[src/rtl/display_time_controller.sv]
// HH:MM time keeper with RUN/SET_H/SET_M sequencer, scan pacing and set-mode blink mask.
// All outputs registered (one-edge latency from button pulse); no backpressure, buttons always accepted.
module display_time_controller #(
  parameter int unsigned PRESCALE_SEC = 50_000_000,
  parameter int unsigned SCAN_DIV     = 50_000,
  parameter int unsigned BLINK_DIV    = 25_000_000
) (
  input  logic       clock,
  input  logic       reset_n,
  input  logic       btn_mode,
  input  logic       btn_inc,
  output logic [4:0] ore,
  output logic [5:0] minute,
  output logic [3:0] blank,
  output logic [1:0] mode,
  output logic       scan_en,
  output logic       sec_tick
);

  localparam int PW = $clog2(PRESCALE_SEC);
  localparam int SW = $clog2(SCAN_DIV);
  localparam int BW = $clog2(BLINK_DIV);
  localparam logic [PW-1:0] PRESC_LAST = PW'(PRESCALE_SEC - 1);
  localparam logic [SW-1:0] SCAN_LAST  = SW'(SCAN_DIV - 1);
  localparam logic [BW-1:0] BLINK_LAST = BW'(BLINK_DIV - 1);

  typedef enum logic [1:0] {
    RUN   = 2'b00,
    SET_H = 2'b01,
    SET_M = 2'b10
  } mode_e;

  mode_e         mode_q, mode_d;
  logic [PW-1:0] presc_q, presc_d;
  logic [5:0]    sec_q, sec_d;
  logic [5:0]    min_q, min_d;
  logic [4:0]    ore_q, ore_d;
  logic [SW-1:0] scan_cnt_q, scan_cnt_d;
  logic          scan_q, scan_d;
  logic [BW-1:0] blink_cnt_q, blink_cnt_d;
  logic          phase_q, phase_d;
  logic [3:0]    blank_q, blank_d;
  logic          tick_q, tick_d;
  logic          inc_ok;

  always_comb begin
    mode_d      = mode_q;
    presc_d     = presc_q;
    sec_d       = sec_q;
    min_d       = min_q;
    ore_d       = ore_q;
    blink_cnt_d = blink_cnt_q;
    phase_d     = phase_q;
    blank_d     = 4'b0000;
    // A simultaneous mode press wins and the increment is dropped.
    inc_ok      = btn_inc && !btn_mode && (mode_q != RUN);
    tick_d      = (mode_q == RUN) && !btn_mode && (presc_q == PRESC_LAST);

    if (btn_mode) begin
      case (mode_q)
        RUN:     mode_d = SET_H;
        SET_H:   mode_d = SET_M;
        default: mode_d = RUN;
      endcase
    end

    if ((mode_q != RUN) || (mode_d != RUN)) begin
      presc_d = '0;
      sec_d   = '0;
    end else if (tick_d) begin
      presc_d = '0;
      if (sec_q == 6'd59) begin
        sec_d = '0;
        if (min_q == 6'd59) begin
          min_d = '0;
          ore_d = (ore_q == 5'd23) ? 5'd0 : ore_q + 5'd1;
        end else begin
          min_d = min_q + 6'd1;
        end
      end else begin
        sec_d = sec_q + 6'd1;
      end
    end else begin
      presc_d = presc_q + PW'(1);
    end

    if (inc_ok) begin
      if (mode_q == SET_H) ore_d = (ore_q == 5'd23) ? 5'd0 : ore_q + 5'd1;
      else                 min_d = (min_q == 6'd59) ? 6'd0 : min_q + 6'd1;
    end

    // Restart blink on any edit so the touched field shows immediately.
    if (btn_mode || inc_ok) begin
      blink_cnt_d = '0;
      phase_d     = 1'b0;
    end else if (blink_cnt_q == BLINK_LAST) begin
      blink_cnt_d = '0;
      phase_d     = ~phase_q;
    end else begin
      blink_cnt_d = blink_cnt_q + BW'(1);
    end

    case (mode_d)
      SET_H:   blank_d = {phase_d, phase_d, 2'b00};
      SET_M:   blank_d = {2'b00, phase_d, phase_d};
      default: blank_d = 4'b0000;
    endcase

    scan_d     = (scan_cnt_q == SCAN_LAST);
    scan_cnt_d = scan_d ? '0 : scan_cnt_q + SW'(1);
  end

  always_ff @(posedge clock or negedge reset_n) begin
    if (!reset_n) begin
      mode_q      <= RUN;
      presc_q     <= '0;
      sec_q       <= '0;
      min_q       <= '0;
      ore_q       <= '0;
      scan_cnt_q  <= '0;
      scan_q      <= 1'b0;
      blink_cnt_q <= '0;
      phase_q     <= 1'b0;
      blank_q     <= 4'b0000;
      tick_q      <= 1'b0;
    end else begin
      mode_q      <= mode_d;
      presc_q     <= presc_d;
      sec_q       <= sec_d;
      min_q       <= min_d;
      ore_q       <= ore_d;
      scan_cnt_q  <= scan_cnt_d;
      scan_q      <= scan_d;
      blink_cnt_q <= blink_cnt_d;
      phase_q     <= phase_d;
      blank_q     <= blank_d;
      tick_q      <= tick_d;
    end
  end

  assign ore      = ore_q;
  assign minute   = min_q;
  assign blank    = blank_q;
  assign mode     = mode_q;
  assign scan_en  = scan_q;
  assign sec_tick = tick_q;

endmodule

[config.mk]
export PLATFORM = sky130hd
export DESIGN_NAME = display_time_controller
export DESIGN_NICKNAME = d
export VERILOG_FILES = /design/src/rtl/display_time_controller.sv
export SDC_FILE = /design/constraint.sdc
export NUM_CORES = 1
export LEC_CHECK = 0
export ABC_AREA = 1
export CORE_ASPECT_RATIO = 0.8
export CORE_MARGIN = 4
export CORE_UTILIZATION = 50
export DETAILED_ROUTE_END_ITERATION = 10
export MAX_ROUTING_LAYER = met4
export PLACE_DENSITY = 0.75
export RECOVER_POWER = 50
export REMOVE_ABC_BUFFERS = 1
export SLEW_MARGIN = 20
export SYNTH_ARGS = -nofsm -noshare
export SYNTH_HDL_FRONTEND = slang
export SYNTH_SLANG_ARGS = --single-unit
[constraint.sdc]
create_clock -name clock -period 3.8 [get_ports clock]
set_clock_uncertainty 0.05 [all_clocks]
set_input_delay 0.95 -clock clock [delete_from_list [all_inputs] [get_ports clock]]
set_output_delay 0.95 -clock clock [all_outputs]
set_load 0.03 [all_outputs]
==> run_results.csv <==
group,metric,value,unit
placement,dp.final_hpwl,8.082,mm
cells_and_area,final_core_util,58.23,%
setup_path,cp_slowest_cell,"sky130_fd_sc_hd__clkdlybuf4s50_1",
global_route,grt.overflow.total,0,
global_route,global_route.usage.total,20.09,%
setup_path,r2r_cells,11,
synthesis,synth_sequential_area_ratio,45.63,%
synthesis,synthesis.instances,652,
min_path,holdCritPathClass,"reg -> reg",
setup_path,timing.rr.end,"minute[3]",
floorplan,initial_utilization,51.51,%
clocking,cts_resized,0,
setup_path,setup.worst_path.class,"in -> reg",
setup_path,r2r_slack,1.42,ns
sta,max-slew-margin-rel,-45.09,%
setup_path,worstSetupEndpoint,"minute[3]",
placement,place_congestion,0.9800,
global_route,grt_pass1_vias,4170,
clocking,worst_setup_hold_path_clk_slew,0.06,ns
sta,layout_worst_path_cycle_share,79.08,%
setup_path,timing.critical_path.from,"btn_mode",
setup_path,worstPathCellList,"clkdlybuf4s50_1 > inv_2 > nand2_1 > o21ai_0 > inv_1 > ha_1 > nand2_1 > inv_1 > nand4_1 > nand2_2 > nand3b_1 > o21ai_0",
clocking,cts_hold_buf,0,
floorplan,rows,32,
sta,grt_setup_unrepaired,"no",
detailed_routing,vias,4463,
sta,setup_viol,0,
power_and_ir_drop,p_leak,2.453,nW
synthesis,register_bit_count_reported_by_yosys,91,
clocking,cts-buffers-inserted,9,
sta,setup-tns-final,0,ns
cells_and_area,insertedDiodeCount,0,
synthesis,yosysWarnings,0,
setup_path,required,4.02,ns
detailed_routing,dr_vias_cell,5.416,
detailed_routing,detailedRoute.firstIterationViolations,383,
global_route,grt_first_pass_wirelength,18.86,mm
floorplan,die_w,119.7,um
clocking,cts.sinks,91,
detailed_routing,remaining_drc_errors,0,
cells_and_area,net_total_in_the_final_layout,696,
cells_and_area,area_delta_synth_final,13.04,%
setup_path,critical_path_sink_type,"flip-flop",
synthesis,syn_area_per_cell,7.655,um^2
clocking,tritoncts_clock_tree,"yes",
detailed_routing,first_pass_iters,5,
setup_path,cp_slowest_stage_delay,0.58,ns
detailed_routing,postRouteWirelength,10.87,mm
power_and_ir_drop,post-layout-total-power,2.577,mW
setup_path,critPathTopFamily,"buffers and inverters",
cells_and_area,drive_above_1_share,4.651,%
setup_path,cp.buffers_inverters,4,
synthesis,yosysUniqueCellTypes,32,
clocking,later_pin_clock_latency_in_the_skew_report,0.34,ns
detailed_routing,antenna_left,0,
setup_path,worstPathMaxFanout,15,
sta,final.min_clock_period,3.005,ns
job,drv_cap,1,
floorplan,num_io_pins,23,
sta,final_report_max_slew_violation_count,44,
clocking,postCtsSetupRepairBufs,0,
sta,fmaxAchievable,0.3328,GHz
synthesis,mapped_cell_area,4991,um^2
setup_path,worst_r2r_startpoint,"mode[1]",
sta,report.final.hold_viol_count,0,
detailed_routing,drt_wl_cell,13.20,um
placement,port-buffer-count,22,
clocking,cts.htree.levels,3,
global_route,initial_antenna_violation_count,0,
floorplan,floorplan.die_area,11650,um^2
setup_path,crit_path_start_kind,"input pin",
floorplan,design.core.area,9689,um^2
setup_path,critical_path_cell_count,12,
run_status,outcome,"complete, but fails checks",
global_route,grt_max_degree,44,
clocking,cts.path.max_buffers,2,
setup_path,timing.critical_path.arrival,3.22,ns
power_and_ir_drop,power.density_cell_area,456.8,nW/um^2
power_and_ir_drop,power.ir.vdd_worst,0.2985,mV
run_status,failed_checks,"capacitance limit, slew limit",
sta,worst_slew_pin_slew,2.176,ns
clocking,clk_root_buffer_cell,"sky130_fd_sc_hd__clkbuf_16",
floorplan,fp.dieH,97.36,um
logic make-up (layout without fill, tap and decap cells):
kind of cell	after synthesis	in the layout	synth area share [%]
fa+ha+maj	9	9	2.256
buf+inv	105	141	8.172
xor+xnor	24	24	4.212
compound gates	51	51	5.690
flops	91	91	45.63
simple gates	372	372	34.04
state kept, by name, summed over array words and instances, names as in the netlist:
register,flops
phase_q,1
sec_tick,1
blink_cnt_q,25
presc_q,26
scan_cnt_q,16
mode,2
minute,6
sec_q,6
blank,2
ore,5
scan_en,1
metrics by stage:
step	instance area, um^2	cells	setup WS [ns]	hold slack (ns)
2_1_floorplan	4959	647	1.263	0.3829
3_3_place_gp	5369	808	0.6360	0.3984
3_5_place_dp	5369	808	0.4841	0.4056
4_1_cts	5648	824	0.8226	0.4179
5_1_grt	5642	824	0.5719	0.4513
6_report	5642	824	0.7951	0.4193
how the worst min path moves through the flow:
stage | slack [ns] | end | start | cells after the start
floorplan | 0.38 | presc_q[0] | presc_q[0] | 1
global route | 0.45 | scan_cnt_q[0] | scan_cnt_q[0] | 1
detailed placement | 0.41 | scan_cnt_q[0] | scan_cnt_q[0] | 1
CTS | 0.42 | scan_cnt_q[0] | scan_cnt_q[0] | 1
global placement | 0.40 | presc_q[0] | presc_q[0] | 1
finish | 0.42 | presc_q[0] | presc_q[0] | 1
where the power goes:
part           total, mW  switching (mW)  internal [mW]
Sequential          1.13          0.0861           1.04
Clock              0.834           0.386          0.449
Combinational      0.613           0.396          0.218
layout by cell type (no fill, tap or decap), drive strengths merged:
| cell type | Yosys | layout |
|---|---|---|
| buf | 5 | 2 |
| o211ai | 2 | 2 |
| nor3b | 5 | 5 |
| nand3 | 60 | 60 |
| clkdlybuf4s50 | 0 | 21 |
| a31oi | 3 | 3 |
| nand3b | 2 | 2 |
| o21ai | 20 | 20 |
| clkbuf | 0 | 12 |
| nor2 | 119 | 119 |
| nor3 | 43 | 43 |
| nor4 | 9 | 9 |
| clkinvlp | 0 | 2 |
| o21a | 3 | 3 |
| xnor2 | 4 | 4 |
| clkinv | 1 | 4 |
| a21oi | 19 | 19 |
| dfrtp | 91 | 91 |
| or2 | 2 | 2 |
| inv | 99 | 100 |
| nand2 | 103 | 103 |
| o211a | 1 | 1 |
| nand4 | 29 | 29 |
| ha | 9 | 9 |
| o31ai | 3 | 3 |
| xor2 | 20 | 20 |
cell usage after synthesis:
library cell,count,area [um^2]
sky130_fd_sc_hd__a31oi_1,3,18.77
sky130_fd_sc_hd__nor4_1,8,50.05
sky130_fd_sc_hd__o21ai_1,1,5.000
sky130_fd_sc_hd__o21a_1,3,22.52
sky130_fd_sc_hd__nor3b_1,5,37.54
sky130_fd_sc_hd__inv_1,98,367.9
sky130_fd_sc_hd__nor3_2,1,10.01
sky130_fd_sc_hd__buf_2,2,10.01
sky130_fd_sc_hd__inv_2,1,3.750
sky130_fd_sc_hd__nand3_1,60,300.3
sky130_fd_sc_hd__nand2_2,4,25.02
sky130_fd_sc_hd__ha_1,9,112.6
sky130_fd_sc_hd__nand4_1,29,181.4
sky130_fd_sc_hd__nor2_4,1,11.26
sky130_fd_sc_hd__o31ai_1,3,22.52
sky130_fd_sc_hd__clkinv_1,1,3.750
sky130_fd_sc_hd__o211a_1,1,10.01
sky130_fd_sc_hd__xor2_1,20,175.2
sky130_fd_sc_hd__o21ai_0,19,95.09
sky130_fd_sc_hd__nor2_1,115,431.7
sky130_fd_sc_hd__dfrtp_1,91,2277
sky130_fd_sc_hd__nand3b_1,2,15.01
sky130_fd_sc_hd__nor3_4,1,16.27
sky130_fd_sc_hd__nor3_1,41,205.2
sky130_fd_sc_hd__or2_2,2,12.51
sky130_fd_sc_hd__a21oi_1,19,95.09
sky130_fd_sc_hd__buf_4,3,22.52
sky130_fd_sc_hd__xnor2_1,4,35.03
sky130_fd_sc_hd__nor4_2,1,12.51
sky130_fd_sc_hd__o211ai_1,2,15.01
sky130_fd_sc_hd__nand2_1,99,371.6
sky130_fd_sc_hd__nor2_2,3,18.77
metal layers:
metal,GRT usage (%),wire (um),vias up
met4,6.426,125,0
li1,-,-,2198
met3,5.180,680,14
met1,27.36,5209,2108
met5,-,0,-
met2,29.60,4857,143
area by class of cell:
cell class	count	area, um^2
flip-flops and latches	91	2277
multi-input cells	456	2306
fillers	892	4048
clock buffers	10	229.0
inverters	100	375.4
clock inverters	6	50.05
repair buffers	25	234.0
well taps	136	170.2
(Power assumes the default switching activity.)
==> RTL edit: new RTL, same flow settings <==
The parameter `BLINK_DIV` goes from 25_000_000 to 6_250_000.
--- a/src/rtl/display_time_controller.sv
+++ b/src/rtl/display_time_controller.sv
@@ -5,3 +5,3 @@
   parameter int unsigned SCAN_DIV     = 50_000,
-  parameter int unsigned BLINK_DIV    = 25_000_000
+  parameter int unsigned BLINK_DIV    = 6_250_000
 ) (
Function: no difference found for any inputs over 10 cycles, from zero or initial values and one cycle with reset_n low; that may be too few to reach the edited logic, so the function may still have changed.
==> RTL edit against the unedited design <==
The flow still finishes with violations (max-capacitance violations, max-slew violations). Design area is 3.0% lower. Wire length down 12%. Register-to-register slack better by 170 ps. Global-route usage shrank 0.94 points. Power increased by 0.69%. Non-clock buffer count shrank 2. Area after synthesis fell by 3.4%. Hold slack got worse by 7.6 ps. Worst setup slack gained 56 ps. Die area fell by 3.2%. Sequential cell count fell by 2. Final cell count fell by 7.9%. Critical path type unchanged. Critical endpoint is now presc_q[9]. Largest power group unchanged.
==> RTL edit: results (changes against the unedited design) <==
| Metric | Value |
|---|---|
| Fin. max-slew vios | `90 (+100%)` |
| Met2 wire len | `4.524 mm (-6.9%)` |
| Mean Syn Cell Area | `7.901 µm² (+3.2%)` |
| Failing checks | `max-capacitance violations, max-slew violations` |
| Vias per cell | `5.158 (-4.8%)` |
| Clock power share | `37.2% (+4.8 points)` |
| Reg2Reg Capture Point | `presc_q[9]` |
| Crit Reg-Reg Startpoint | `mode[0]` |
| Leakage | `0.002492 µW (+1.6%)` |
| Initial DRT Pass Iterations | `4 (-1)` |
| Hold Slack | `411.7 ps (-7.624 ps)` |
| Layout Cells excl Fill | `759 (-7.9%)` |
| Layout cells sized above 1 | `7.764% (+3.1 points)` |
| M1 wire length | `4.742 mm (-9.0%)` |
| Reg power frac | `42.0% (-1.8 points)` |
| Pin count of the biggest net entering global routing | `90 (+100%)` |
| WHS Endpoint | `scan_cnt_q[0]` |
| Biggest regs | `presc_q: 26 flops, blink_cnt_q: 23 flops, scan_cnt_q: 16 flops` |
| First-pass GRT wire length | `17.23 mm (-8.6%)` |
| Worst Reg2Reg Path Length in Cells | `9 (-2)` |
| Max Cap Viol | `1 (unchanged)` |
| Number of placed cells counting well taps | `743 (-8.0%)` |
| Slowest CP cell | `dlygate4sd3_1` |
| Most frequent cells after synthesis | `nand2_1 (119), nor2_1 (101), dfrtp_1 (89)` |
| Worst path max stage delay | `600 ps (+20 ps)` |
| Dpl ws | `557.1 ps (+73.01 ps)` |
| CP Max Fanout | `18 (+3)` |
| Met2 Use GR | `31.71% (+2.1 points)` |
| DR WL met3 | `260 µm (-62%)` |
| GR Util All Layers | `19.15% (-0.94 points)` |
| Outcome | `finished, violations left` |
| Slew headroom | `-45.60% (-0.52 points)` |
| Layout net count | `652 (-6.3%)` |
RTL edit: worst max-delay path by stage:
| stage | end | from | slack, ps |
|---|---|---|---|
| after global routing | presc_q[9] | btn_mode | 650 |
| after detailed placement | presc_q[9] | btn_mode | 560 |
| after floorplan | presc_q[22] | btn_mode | 1460 |
| after CTS | presc_q[9] | btn_mode | 940 |
| final | presc_q[9] | btn_mode | 850 |
| after global placement | presc_q[22] | btn_mode | 720 |
RTL edit: area by class of cell:
class                           instances  area, µm²  share of cell area, %
Multi-Input combinational cell        425       2212                  40.42
Clock buffer                            9      225.2                  4.115
Clock inverter                          7      100.1                  1.829
Timing Repair Buffer                   23      222.7                  4.070
Sequential cell                        89       2227                  40.70
Tap cell                              115      143.9                  2.629
Inverter                               91      341.6                  6.241
RTL edit: cells by family after synthesis:
logic type | after synthesis | share of synthesized area, %
simple gates | 342 | 33.54
xor+xnor | 25 | 4.543
compound gates | 49 | 5.530
buf+inv | 96 | 7.840
flops | 89 | 46.21
fa+ha+maj | 9 | 2.336
